`config.mk`:
```
export PLATFORM = sky130hd
export DESIGN_NAME = multicycle_control
export DESIGN_NICKNAME = d
export VERILOG_FILES = /design/src/rtl/mcc_pkg.sv /design/src/rtl/multicycle_control_opcode_rom.sv /design/src/rtl/multicycle_control.sv
export SDC_FILE = /design/constraint.sdc
export NUM_CORES = 1
export LEC_CHECK = 0
export ABC_AREA = 1
export BUFFER_PORTS_ARGS = -buffer_cell sky130_fd_sc_hd__clkbuf_2
export CORE_MARGIN = 1
export CORE_UTILIZATION = 35
export DETAILED_ROUTE_END_ITERATION = 8
export PLACE_DENSITY = 0.66
export SYNTH_ARGS = -nofsm -noshare
export SYNTH_HDL_FRONTEND = slang
export SYNTH_HIERARCHICAL = 1
export SYNTH_SLANG_ARGS = --single-unit
```
`constraint.sdc`:
```
create_clock -name clk -period 1.3 [get_ports clk]
set_input_delay 0.195 -clock clk [delete_from_list [all_inputs] [get_ports clk]]
set_output_delay 0.195 -clock clk [all_outputs]
set_load 0.05 [all_outputs]
```
`src/rtl/mcc_pkg.sv`:
```
// mcc_pkg: shared definitions for the multicycle controller.
// Holds opcode values, FSM state encoding, control-word layout and ALU encodings.
package mcc_pkg;

   // Opcode values (5-bit field)
   localparam logic [4:0] OP_ADD  = 5'b00000;
   localparam logic [4:0] OP_SUB  = 5'b00001;
   localparam logic [4:0] OP_ADDI = 5'b00101;
   localparam logic [4:0] OP_LW   = 5'b01000;
   localparam logic [4:0] OP_SW   = 5'b01001;
   localparam logic [4:0] OP_BEQ  = 5'b01100;
   localparam logic [4:0] OP_J    = 5'b10000;
   localparam logic [4:0] OP_JAL  = 5'b10001;
   localparam logic [4:0] OP_TEST = 5'b11000;

   // ALU function encodings
   localparam logic [1:0] ALU_OP_ADD = 2'b00;
   localparam logic [1:0] ALU_OP_SUB = 2'b01;
   localparam logic [1:0] ALU_OP_TST = 2'b10;

   // ALU operand-2 select encodings
   localparam logic [1:0] SRC2_REG = 2'b00;   // register operand
   localparam logic [1:0] SRC2_IMM = 2'b01;   // immediate (ADDI)
   localparam logic [1:0] SRC2_OFS = 2'b10;   // address offset (LW/SW)

   // Controller states; TRAP only exists when illegal-opcode trapping is built in
   typedef enum logic [2:0] {
      S_FETCH  = 3'd0,
      S_DECODE = 3'd1,
      S_EXEC   = 3'd2,
      S_MEM    = 3'd3,
`ifdef MCC_ILLEGAL_TRAP_EN
      S_WB     = 3'd4,
      S_TRAP   = 3'd5
`else
      S_WB     = 3'd4
`endif
   } state_t;

   // Control word produced by the opcode ROM and registered in DECODE.
   // reg_write here means "instruction needs a WB cycle".
   localparam int CW_W = 14;
   typedef struct packed {
      logic [1:0] alu_op;
      logic [1:0] alu_src2;
      logic       alu_src1;
      logic       reg_dst;
      logic       reg_write;
      logic       mem_read;
      logic       mem_write;
      logic       result_src;
      logic       branch;
      logic       jump;
      logic       link;
      logic       test;
   } ctrl_word_t;

   localparam ctrl_word_t CW_NOP = ctrl_word_t'({CW_W{1'b0}});

   // True when the instruction needs a MEM phase
   function automatic logic cw_needs_mem(input ctrl_word_t cw);
      return cw.mem_read | cw.mem_write;
   endfunction

endpackage

```
`src/rtl/multicycle_control_opcode_rom.sv`:
```
// opcode_rom: purely combinational opcode -> control word decode.
// Unknown opcodes yield an all-zero control word and raise o_illegal.
module opcode_rom
   import mcc_pkg::*;
#(
   parameter int OPW = 5
) (
   input  logic [OPW-1:0] i_opcode,
   output ctrl_word_t     o_cw,
   output logic           o_illegal
);

   // Decode table; defaults make every unlisted opcode a NOP flagged illegal
   always_comb begin
      o_cw      = CW_NOP;
      o_illegal = 1'b0;
      case (i_opcode)
         OPW'(OP_ADD): begin
            o_cw.alu_op    = ALU_OP_ADD;
            o_cw.alu_src1  = 1'b1;
            o_cw.reg_dst   = 1'b1;
            o_cw.reg_write = 1'b1;
         end
         OPW'(OP_SUB): begin
            o_cw.alu_op    = ALU_OP_SUB;
            o_cw.alu_src1  = 1'b1;
            o_cw.reg_dst   = 1'b1;
            o_cw.reg_write = 1'b1;
         end
         OPW'(OP_ADDI): begin
            o_cw.alu_op    = ALU_OP_ADD;
            o_cw.alu_src2  = SRC2_IMM;
            o_cw.alu_src1  = 1'b1;
            o_cw.reg_write = 1'b1;
         end
         OPW'(OP_LW): begin
            o_cw.alu_op     = ALU_OP_ADD;
            o_cw.alu_src2   = SRC2_OFS;
            o_cw.alu_src1   = 1'b1;
            o_cw.mem_read   = 1'b1;
            o_cw.result_src = 1'b1;
            o_cw.reg_write  = 1'b1;
         end
         OPW'(OP_SW): begin
            o_cw.alu_op    = ALU_OP_ADD;
            o_cw.alu_src2  = SRC2_OFS;
            o_cw.alu_src1  = 1'b1;
            o_cw.mem_write = 1'b1;
         end
         OPW'(OP_BEQ): begin
            o_cw.alu_op   = ALU_OP_SUB;
            o_cw.alu_src1 = 1'b1;
            o_cw.branch   = 1'b1;
         end
         OPW'(OP_J): begin
            o_cw.jump = 1'b1;
         end
         OPW'(OP_JAL): begin
            o_cw.jump      = 1'b1;
            o_cw.link      = 1'b1;
            o_cw.reg_write = 1'b1;
         end
         OPW'(OP_TEST): begin
            o_cw.alu_op   = ALU_OP_TST;
            o_cw.alu_src1 = 1'b1;
            o_cw.test     = 1'b1;
         end
         default: begin
            o_illegal = 1'b1;
         end
      endcase
   end

endmodule

```
`src/rtl/multicycle_control.sv`:
```
// multicycle_control: FETCH/DECODE/EXEC/MEM/WB controller for a multicycle datapath.
// Outputs are decoded from the state register and the registered control word.
// Build option MCC_ILLEGAL_TRAP_EN: illegal opcodes enter a TRAP state and raise
// 'illegal' until reset; otherwise they execute as a NOP.
module multicycle_control
   import mcc_pkg::*;
#(
   parameter int IW          = 16,
   parameter int OPW         = 5,
   parameter int OP_LSB      = 11,
   parameter int MEM_TIMEOUT = 15
) (
   input  logic          clk,
   input  logic          rst,
   input  logic          instr_valid,
   output logic          instr_ready,
   input  logic [IW-1:0] instr,
   input  logic          zero,
   input  logic          mem_ready,
   output logic          reg_write,
   output logic          mem_read,
   output logic          mem_write,
   output logic          reg_dst,
   output logic          result_src,
   output logic          alu_src1,
   output logic          pc_write,
   output logic          jump,
   output logic          branch_taken,
   output logic          link,
   output logic          test,
   output logic [1:0]    alu_op,
   output logic [1:0]    alu_src2,
   output logic          busy,
`ifdef MCC_ILLEGAL_TRAP_EN
   output logic          illegal,
`endif
   output logic          bus_err
);

   localparam logic [7:0] C_TIMEOUT = 8'(MEM_TIMEOUT);

   state_t           r_state;
   state_t           w_state_nxt;
   logic [IW-1:0]    r_ir;
   ctrl_word_t       r_cw;
   ctrl_word_t       w_rom_cw;
   logic             w_rom_illegal;
   logic [OPW-1:0]   w_opcode;
   logic [7:0]       r_wait_cnt;
   logic [7:0]       w_wait_inc;
   logic             w_mem_timeout;
   logic             r_bus_err;
   logic             w_unused_ir;

   assign w_opcode   = r_ir[OP_LSB +: OPW];
   assign w_wait_inc = r_wait_cnt + 8'd1;

   // Operand fields of IR are consumed by the datapath, not by this controller
   assign w_unused_ir = ^r_ir;

   // Timeout fires on the MEM cycle whose missing mem_ready would bring the count
   // to MEM_TIMEOUT; a mem_ready on that same cycle wins as completion.
   assign w_mem_timeout = (r_state == S_MEM) && !mem_ready && (w_wait_inc == C_TIMEOUT);

   assign bus_err = r_bus_err;

   opcode_rom #(
      .OPW(OPW)
   ) u_rom (
      .i_opcode  (w_opcode),
      .o_cw      (w_rom_cw),
      .o_illegal (w_rom_illegal)
   );

   // State register
   always_ff @(posedge clk or posedge rst) begin
      if (rst) begin
         r_state <= S_FETCH;
      end else begin
         r_state <= w_state_nxt;
      end
   end

   // Instruction register, loaded on an accepted handshake in FETCH
   always_ff @(posedge clk or posedge rst) begin
      if (rst) begin
         r_ir <= {IW{1'b0}};
      end else if ((r_state == S_FETCH) && instr_valid) begin
         r_ir <= instr;
      end
   end

   // Control word, captured from the ROM during DECODE
   always_ff @(posedge clk or posedge rst) begin
      if (rst) begin
         r_cw <= CW_NOP;
      end else if (r_state == S_DECODE) begin
         r_cw <= w_rom_cw;
      end
   end

   // MEM wait counter: cleared outside MEM, counts MEM cycles without mem_ready
   always_ff @(posedge clk or posedge rst) begin
      if (rst) begin
         r_wait_cnt <= 8'd0;
      end else if (r_state != S_MEM) begin
         r_wait_cnt <= 8'd0;
      end else if (!mem_ready) begin
         r_wait_cnt <= w_wait_inc;
      end
   end

   // Bus-error flag: one-cycle pulse following a memory timeout
   always_ff @(posedge clk or posedge rst) begin
      if (rst) begin
         r_bus_err <= 1'b0;
      end else begin
         r_bus_err <= w_mem_timeout;
      end
   end

   // Next-state and Moore output decode
   always_comb begin
      w_state_nxt  = r_state;
      instr_ready  = 1'b0;
      busy         = 1'b1;
      reg_write    = 1'b0;
      mem_read     = 1'b0;
      mem_write    = 1'b0;
      reg_dst      = 1'b0;
      result_src   = 1'b0;
      alu_src1     = 1'b0;
      pc_write     = 1'b0;
      jump         = 1'b0;
      branch_taken = 1'b0;
      link         = 1'b0;
      test         = 1'b0;
      alu_op       = 2'b00;
      alu_src2     = 2'b00;
`ifdef MCC_ILLEGAL_TRAP_EN
      illegal      = 1'b0;
`endif
      case (r_state)
         S_FETCH: begin
            instr_ready = 1'b1;
            busy        = 1'b0;
            if (instr_valid) begin
               w_state_nxt = S_DECODE;
            end else begin
               w_state_nxt = S_FETCH;
            end
         end
         S_DECODE: begin
`ifdef MCC_ILLEGAL_TRAP_EN
            if (w_rom_illegal) begin
               w_state_nxt = S_TRAP;
            end else begin
               w_state_nxt = S_EXEC;
            end
`else
            w_state_nxt = S_EXEC;
`endif
         end
         S_EXEC: begin
            alu_op       = r_cw.alu_op;
            alu_src2     = r_cw.alu_src2;
            alu_src1     = r_cw.alu_src1;
            reg_dst      = r_cw.reg_dst;
            test         = r_cw.test;
            jump         = r_cw.jump;
            branch_taken = r_cw.branch & zero;
            pc_write     = r_cw.jump | (r_cw.branch & zero);
            if (cw_needs_mem(r_cw)) begin
               w_state_nxt = S_MEM;
            end else if (r_cw.reg_write) begin
               w_state_nxt = S_WB;
            end else begin
               w_state_nxt = S_FETCH;
            end
         end
         S_MEM: begin
            mem_read  = r_cw.mem_read;
            mem_write = r_cw.mem_write;
            if (mem_ready) begin
               if (r_cw.mem_read) begin
                  w_state_nxt = S_WB;
               end else begin
                  w_state_nxt = S_FETCH;
               end
            end else if (w_mem_timeout) begin
               w_state_nxt = S_FETCH;
            end else begin
               w_state_nxt = S_MEM;
            end
         end
         S_WB: begin
            reg_write   = 1'b1;
            reg_dst     = r_cw.reg_dst;
            result_src  = r_cw.result_src;
            link        = r_cw.link;
            w_state_nxt = S_FETCH;
         end
`ifdef MCC_ILLEGAL_TRAP_EN
         S_TRAP: begin
            illegal     = 1'b1;
            w_state_nxt = S_TRAP;
         end
`endif
         default: begin
            w_state_nxt = S_FETCH;
         end
      endcase
   end

endmodule

```
==> results of run 1 <==
sequential cells by signal, indices dropped and copies added (netlist names):
name	flops
bus_err	1
r_cw	14
r_state	3
r_ir	5
r_wait_cnt	8
metal layers:
metal  track usage  share of wire  wire (µm)
met1         0.222           0.45       1880
met2         0.263           0.51       2120
met3        0.0436          0.030        127
met4        0.0719          0.016         67
met5             0              0          0
worst paths after layout:
| kind | start | endpoint | slack [ns] | cells past startpoint |
|---|---|---|---|---|
| hold / removal | instr[15] | r_ir[15]$_DFFE_PP0P_ | 0.14 | 2 |
| min in group asynchronous | rst | r_ir[13]$_DFFE_PP0P_ | 0.51 | 4 |
| setup / recovery | r_state[1]$_DFF_PP0_ | mem_read | -0.30 | 5 |
| max in group asynchronous | rst | r_wait_cnt[3]$_DFFE_PP0P_ | 0.48 | 4 |
| hold reg to reg | r_cw[7]$_DFFE_PP0N_ | r_cw[7]$_DFFE_PP0N_ | 0.52 | 1 |
| setup reg to reg | r_wait_cnt[0]$_DFFE_PP0P_ | r_state[0]$_DFF_PP0_ | -0.15 | 8 |
power by group through the flow:
stage / Sequential (mW) / Combinational (mW) / Clock, mW
floorplan: 1.47 / 2.14 / 0
global placement: 1.50 / 2.71 / 0
detailed placement: 1.51 / 2.75 / 0
CTS: 1.51 / 3.65 / 0.758
global route: 1.57 / 4.36 / 0.807
finish: 1.53 / 4.08 / 0.736
what timing repair did:
item,CTS,global route
resized for setup,64,62
hold buffers,1,0
endpoints found under the hold margin,31,0
setup endpoints to repair,28,48
gates cloned,1,2
pin swaps,16,12
buffers inserted,10,5
cell usage in the layout (no fill, tap or decap), drive strengths merged:
| cell | n |
|---|---|
| ha | 2 |
| buf | 40 |
| nand4 | 2 |
| nand3b | 1 |
| dfrtp | 31 |
| mux2 | 8 |
| o21bai | 1 |
| o22ai | 1 |
| a21boi | 1 |
| nand3 | 20 |
| nor3 | 1 |
| nand2 | 35 |
| a21oi | 12 |
| clkinv | 3 |
| clkbuf | 20 |
| dlygate4sd3 | 1 |
| nor2 | 47 |
| inv | 34 |
| o21ai | 9 |
through the flow:
stage	utilization	TNS, ns	hold slack (ns)
after floorplan	-	-0.428	0.299
after global placement	0.478	-0.727	0.281
after detailed placement	0.478	-0.971	0.281
after CTS	0.581	-5.41	0.132
after global routing	0.628	-7.57	0.132
final	0.628	-5.26	0.139
final cells by class:
| cell class | count | area share |
|---|---|---|
| Clock buffer | 5 | 0.0243 |
| Clock inverter | 3 | 0.00531 |
| Inverter | 34 | 0.0495 |
| Multi-Input combinational cell | 140 | 0.405 |
| Sequential cell | 31 | 0.276 |
| Tap cell | 52 | 0.0230 |
| Timing Repair Buffer | 56 | 0.217 |
worst max-delay path, stage by stage, from the launching register on:
cell and delay, ns:
dfrtp_2 0.42, inv_2 0.07, nor3_4 0.25, inv_4 0.09
nor2_4 0.14, buf_12 0.14
==> flow_summary_export.csv, run 1 <==
group,metric,value,unit
clock_network,clkTransAtPathRegs,0.07,ns
grt,grt_antenna_before_repair,0,
pwr,clkPwrFrac,0.116,
routing,drc,0,
die,core-area,4500,µm²
yosys,syn_nets,231,
grt,grt_overflow,0,
worst_setup_path,worstPathRequired,1.11,ns
clock_network,clk_latency,0.29,ns
layout,fin_area,2830,µm²
layout,nFillCells,352,
die,die_w,71.7,µm
die,rows,24,
timing,fin_crit,1.60,ns
grt,grt_max_degree,32,
yosys,yosysWarnings,6,
timing,worst_slack,-0.299,ns
layout,drive_above_1_share,0.595,
die,io_pins,39,
timing,post-route-period-util,1.23,
routing,firstDrtPassIters,4,
worst_setup_path,cp_max_fo,3,
timing,rsz0062_at_grt,"true",
timing,tightest_slew,0.392,ns
yosys,synth_area,1700,µm²
timing,relSlewSlack,0.736,
yosys,synth.avg_cell_area,8.16,µm²
flow_run,cap_viol_max_count,0,
placed_design,gp_congestion,0.843,
routing,viasPerCell,4.80,
layout,fin_nets,291,
pwr,power_leakage,1.31,nW
worst_setup_path,start_kind,"register",
yosys,syn_inst,208,
grt,grt_first_pass_wirelength,6.62,mm
timing,hold_viol,0,
layout,instances_no_fill,321,
layout,multiInputGateArea,1140,µm²
clock_network,cts_made_buffers,5,
timing,final_max_slew_viol_count,0,
die,dieHeight,71.7,µm
grt,grt_usage,0.169,
clock_network,cts_tree,"built",
worst_setup_path,crit_path_end_kind,"output port",
pwr,total_power,6.34,mW
clock_network,clockBufferDepth,2,
placed_design,io_buffers,27,
clock_network,cts_max_level,2,
routing,wirelength,4.20,mm
routing,ant_nets,0,
pwr,p_per_area,2240,nW/µm²
pwr,peakVddDrop,849,µV
die,design.die.area,5130,µm²
timing,worst_clock_skew,0.00615,ns
worst_setup_path,cp.arrival,1.40,ns
pwr,p_comb_frac,0.643,
layout,register_area,781,µm²
worst_setup_path,path_class,"register to output port",
run_status,outcome,"finished, violations left",
placed_design,placed_cells,297,
routing,dr.first_iter.drc_count,77,
pwr,pwr-share-seq,0.241,
timing,max_freq,0.625,GHz
placed_design,place_area,2150,µm²
pwr,p_sw_frac,0.455,
clock_network,clock_sinks,31,
die,initial_core_util,0.377,
min_path,hold_class,"input port to register",
run_status,violations,"negative setup slack",
placed_design,pre_cts_ws,-0.126,ns
clock_network,cts-root-buf,"clkbuf_8",
routing,wl_per_cell,13.1,µm
pwr,switchingPower,2.89,mW
pwr,internal_power,3.45,mW
routing,vias,1541,
grt,grt_pass1_vias,1454,
timing,setup_viol,34,
layout,area_delta_synth_final,66.6,%
layout,diodes,0,
placed_design,dpl.hpwl,2.50,mm
Power figures use the tool's default switching activity.
==> run 2: changes to the inputs <==
RECOVER_POWER = 100   (was default)
==> run 2 against run 1 <==
Compared with the run above:
- the flow still finishes with violations (negative setup slack)
- critical path depth stayed put
- sequential share of layout area barely moved
- final cell count did not move
- critical path type unchanged
- critical endpoint unchanged
==> flow_summary_export.csv, run 2 (synthesized netlist as in run 1, its figures left out) <==
group,metric,value,unit
run_status,outcome,"finished, violations left",
run_status,violations,"negative setup slack",
layout,diodes,0,
timing,post-route-period-util,1.23,
routing,ant_nets,0,
timing,setup_tns,-5.26,ns
grt,grt_first_pass_wirelength,6.62,mm
die,core-area,4500,µm²
timing,setup_viol,34,
timing,hold_viol,0,
layout,multiInputGateArea,1140,µm²
clock_network,cts_tree,"built",
routing,drc,0,
clock_network,cts-root-buf,"clkbuf_8",
die,rows,24,
flow_run,cap_viol_max_count,0,
die,design.die.area,5130,µm²
clock_network,clkTransAtPathRegs,0.07,ns
layout,reg.largest.list,"r_cw x14, r_wait_cnt x8, r_ir x5",
min_path,hold_class,"input port to register",
worst_setup_path,cp.arrival,1.40,ns
layout,nFillCells,351,
layout,regMostFlops,"r_cw",
min_path,min_path_cells,2,
layout,final_cell_mix,"dfrtp_1, inv_1, nor2_4",
timing,max_freq,0.625,GHz
routing,firstDrtPassIters,4,
layout,final_common_cell,"dfrtp_1",
placed_design,place_area,2150,µm²
placed_design,io_buffers,27,
placed_design,gp_congestion,0.843,
routing,wirelength,4.20,mm
worst_setup_path,cp_cell_sequence,"inv_2 -> nor3_4 -> inv_4 -> nor2_4 -> buf_12",
layout,drive_above_1_share,0.595,
layout,post-route-util,0.628,
timing,final_max_slew_viol_count,0,
layout,fin_area,2830,µm²
worst_setup_path,reg2reg_from,"r_wait_cnt[0]$_DFFE_PP0P_",
grt,grt_overflow,0,
pwr,peakVddDrop,849,µV
min_path,hold_end,"r_ir[15]$_DFFE_PP0P_",
timing,worst_clock_skew,0.00614,ns
pwr,total_power,6.34,mW
grt,grt_antenna_before_repair,0,
worst_setup_path,path_class,"register to output port",
worst_setup_path,cp_max_fo,3,
pwr,power_leakage,1.31,nW
layout,fin_nets,291,
placed_design,pre_cts_ws,-0.126,ns
routing,viasPerCell,4.79,
worst_setup_path,worstReg2RegEnd,"r_state[0]$_DFF_PP0_",
placed_design,placed_cells,297,
worst_setup_path,worstPathRequired,1.11,ns
die,dieHeight,71.7,µm
grt,grt_usage,0.169,
placed_design,dpl.hpwl,2.50,mm
layout,register_area,781,µm²
grt,grt_pass1_vias,1454,
layout,area_delta_synth_final,66.5,%
worst_setup_path,worst_r2r_path_depth,8,
pwr,p_per_area,2240,nW/µm²
worst_setup_path,reg2reg_slack,-0.15,ns
timing,rsz0062_at_grt,"true",
clock_network,clockBufferDepth,2,
timing,relSlewSlack,0.532,
layout,instances_no_fill,321,
timing,tightest_slew,0.702,ns
clock_network,clock_sinks,31,
timing,fin_crit,1.60,ns
die,die_w,71.7,µm
timing,hold_ws,0.139,ns
die,io_pins,39,
clock_network,cts_made_buffers,5,
routing,wl_per_cell,13.1,µm
clock_network,clk_latency,0.29,ns
worst_setup_path,max_stage_delay,0.42,ns
routing,vias,1539,
grt,grt_max_degree,32,
worst_setup_path,crit_path_end_kind,"output port",
worst_setup_path,slowest_stage,"dfrtp_2",
min_path,hp-start,"instr[15]",
routing,dr.first_iter.drc_count,77,
clock_network,cts_max_level,2,
die,initial_core_util,0.377,
layout,largest_register_ffs,14,
worst_setup_path,start_kind,"register",
timing,worst_slack,-0.299,ns
[run 2: cell counts in the layout (fill, tap and decap cells not counted)]
No cell type changed its count.
[run 2: worst max path at each step]
stage / from / to / slack (ns) / cells past startpoint
final: r_state[1]$_DFF_PP0_ / mem_read / -0.30 / 5
after global routing: r_state[1]$_DFF_PP0_ / mem_read / -0.35 / 5
after CTS: r_state[0]$_DFF_PP0_ / reg_dst / -0.31 / 5
after detailed placement: r_state[0]$_DFF_PP0_ / reg_dst / -0.13 / 5
after global placement: r_state[0]$_DFF_PP0_ / reg_dst / -0.11 / 5
after floorplan: r_state[0]$_DFF_PP0_ / mem_read / -0.08 / 4
[run 2: area by class of cell]
| cell class | count | area share |
|---|---|---|
| clock buffers | 5 | 0.0243 |
| clock inverters | 3 | 0.00531 |
| inverters | 34 | 0.0496 |
| multi-input cells | 140 | 0.405 |
| flip-flops and latches | 31 | 0.276 |
| well taps | 52 | 0.0230 |
| repair buffers | 56 | 0.216 |
[run 2: critical path: cells and delay by family, from the launching register on]
family        cells  cell delay, ns
buf+inv           3            0.30
simple gates      2            0.39
flops             1            0.42
[run 2: report_power, final]
part | switching, mW | leakage [nW] | internal [mW]
Combinational | 2.29 | 0.873 | 1.78
Sequential | 0.221 | 0.389 | 1.31
Clock | 0.370 | 0.0477 | 0.366
[run 2: per-layer routing]
layer | vias up | track usage | part of all wire
met4 | 0 | 0.0719 | 0.016
met2 | 28 | 0.263 | 0.51
met1 | 727 | 0.222 | 0.45
met5 | - | 0 | 0
li1 | 778 | - | -
met3 | 6 | 0.0436 | 0.030
[run 2: what timing repair did]
item / CTS / global route
hold buffers: 1 / 0
resized for setup: 64 / 62
hold endpoints to repair: 31 / 0
setup endpoints to repair: 28 / 48
gates cloned: 1 / 2
buffers inserted: 10 / 5
pin swaps: 16 / 12
==> run 3: changes to the inputs <==
ABC_AREA = default   (was 1)
==> run 3 against run 2 <==
Compared with the run above:
- register-to-register slack lost 0.08 ns
- wire length is 7.5% lower
- area after synthesis decreased by 1.1%
- clock-buffer cell count is 3 higher
- cell area shrank 3.2%
- sequential power decreased by 3%
- the run ends with design-rule violations, negative setup slack left
- die area down 1.1%
- utilization is 1.6 points lower
- non-clock buffer count increased by 8
- global-route usage grew 0.69 points
- critical path type unchanged
- fmax fell by 5.8%
- first-iteration DRC count decreased by 44%
==> flow_summary_export.csv, run 3 <==
group,metric,value,unit
routing,drc,3,
grt,grt_antenna_before_repair,0,
placed_design,dpl.hpwl,2.34,mm
worst_setup_path,cp_cell_sequence,"buf_4 -> nor3b_4 -> and2_4 -> clkbuf_16",
clock_network,cts_made_buffers,5,
clock_network,cts_tree,"built",
layout,multiInputGateArea,988,µm²
timing,setup_viol,47,
worst_setup_path,reg2reg_slack,-0.23,ns
worst_setup_path,start_kind,"register",
pwr,peakVddDrop,851,µV
clock_network,cts_max_level,2,
timing,tightest_slew,0.691,ns
yosys,syn_nets,178,
timing,fin_crit,1.70,ns
routing,viasPerCell,5.00,
clock_network,clkTransAtPathRegs,0.06,ns
layout,regMostFlops,"r_cw",
die,design.die.area,5080,µm²
yosys,synth_area,1680,µm²
routing,firstDrtPassIters,6,
flow_run,cap_viol_max_count,0,
layout,final_cell_mix,"dfrtp_1, buf_4, mux2_4",
timing,max_freq,0.589,GHz
layout,diodes,0,
layout,fin_nets,238,
grt,grt_max_degree,32,
routing,ant_nets,0,
timing,hold_ws,0.137,ns
layout,final_common_cell,"dfrtp_1",
layout,area_delta_synth_final,63.0,%
clock_network,clk_latency,0.28,ns
timing,relSlewSlack,0.539,
placed_design,place_area,2210,µm²
clock_network,clockBufferDepth,2,
pwr,power_leakage,1.24,nW
timing,hold_viol,0,
timing,final_max_slew_viol_count,0,
clock_network,clock_sinks,31,
worst_setup_path,worstPathRequired,1.11,ns
die,core-area,4470,µm²
yosys,yosysWarnings,6,
timing,worst_clock_skew,0.00205,ns
placed_design,placed_cells,252,
timing,rsz0062_at_grt,"true",
die,dieHeight,71.3,µm
die,rows,24,
timing,post-route-period-util,1.31,
timing,setup_tns,-10.97,ns
pwr,p_per_area,1950,nW/µm²
routing,wirelength,3.89,mm
layout,largest_register_ffs,14,
layout,instances_no_fill,268,
run_status,outcome,"finished, violations left",
grt,grt_overflow,0,
layout,nFillCells,365,
grt,grt_pass1_vias,1412,
run_status,violations,"design-rule violations, negative setup slack",
die,initial_core_util,0.375,
die,io_pins,39,
routing,vias,1341,
timing,worst_slack,-0.397,ns
routing,wl_per_cell,14.5,µm
clock_network,cts-root-buf,"clkbuf_8",
layout,register_area,781,µm²
worst_setup_path,max_stage_delay,0.43,ns
die,die_w,71.3,µm
worst_setup_path,cp_max_fo,4,
grt,grt_first_pass_wirelength,6.70,mm
min_path,hold_class,"input port to register",
placed_design,gp_congestion,0.768,
layout,drive_above_1_share,0.602,
worst_setup_path,path_class,"register to output port",
layout,reg.largest.list,"r_cw x14, r_wait_cnt x8, r_ir x5",
worst_setup_path,crit_path_end_kind,"output port",
placed_design,io_buffers,27,
yosys,syn_inst,155,
worst_setup_path,slowest_stage,"dfrtp_2",
yosys,synth.avg_cell_area,10.8,µm²
worst_setup_path,cp.arrival,1.50,ns
grt,grt_usage,0.175,
routing,dr.first_iter.drc_count,43,
layout,fin_area,2740,µm²
run 3: worst paths after layout:
kind	startpoint	endpoint	cells past startpoint
setup / recovery	r_state[0]$_DFF_PP0_	result_src	4
hold / removal	instr[15]	r_ir[15]$_DFFE_PP0P_	2
setup reg to reg	r_state[1]$_DFF_PP0_	r_ir[14]$_DFFE_PP0P_	5
hold reg to reg	r_cw[11]$_DFFE_PP0N_	r_cw[11]$_DFFE_PP0N_	1
max in group asynchronous	rst	r_state[1]$_DFF_PP0_	4
min in group asynchronous	rst	r_ir[11]$_DFFE_PP0P_	4
run 3: final cells by class:
| cell class | count | area share |
|---|---|---|
| clock buffer | 8 | 0.0366 |
| sequential | 31 | 0.285 |
| timing repair buffer | 64 | 0.284 |
| inverter | 6 | 0.00914 |
| multi-input combinational | 107 | 0.361 |
| tap | 52 | 0.0238 |
run 3: power breakdown:
group	internal (mW)	leakage (nW)	switching, mW
registers	1.23	0.410	0.255
clock network	0.483	0.0515	0.354
logic	1.71	0.775	1.29
total	3.43	1.24	1.90
run 3: worst max-delay path, delay by kind of cell, from the launching register on:
kind	cells	cell delay (ns)
AND/OR/NAND/NOR	2	0.47
flip-flops	1	0.43
buffers and inverters	2	0.31
run 3: routing by layer:
metal  wire length (µm)  up-vias  track usage
met5                  0        -            0
met4                 53        0       0.0533
met3                110        5       0.0506
met2               2050       22        0.313
met1               1670      658        0.203
li1                   -      656            -
run 3: per-stage QoR:
stage / worst slack, ns / power, mW / utilization
after floorplan: -0.411 / 3.04 / -
after detailed placement: -0.157 / 3.82 / 0.495
after global placement: -0.153 / 3.79 / 0.495
after CTS: -0.416 / 5.36 / 0.611
final: -0.397 / 5.33 / 0.612
after global routing: -0.462 / 5.63 / 0.612
run 3: what timing repair did:
action,CTS,global route
gates cloned,2,0
resized for setup,68,21
hold buffers,1,0
buffers inserted,7,3
endpoints found under the setup margin,38,47
endpoints found under the hold margin,31,0
pin swaps,18,6
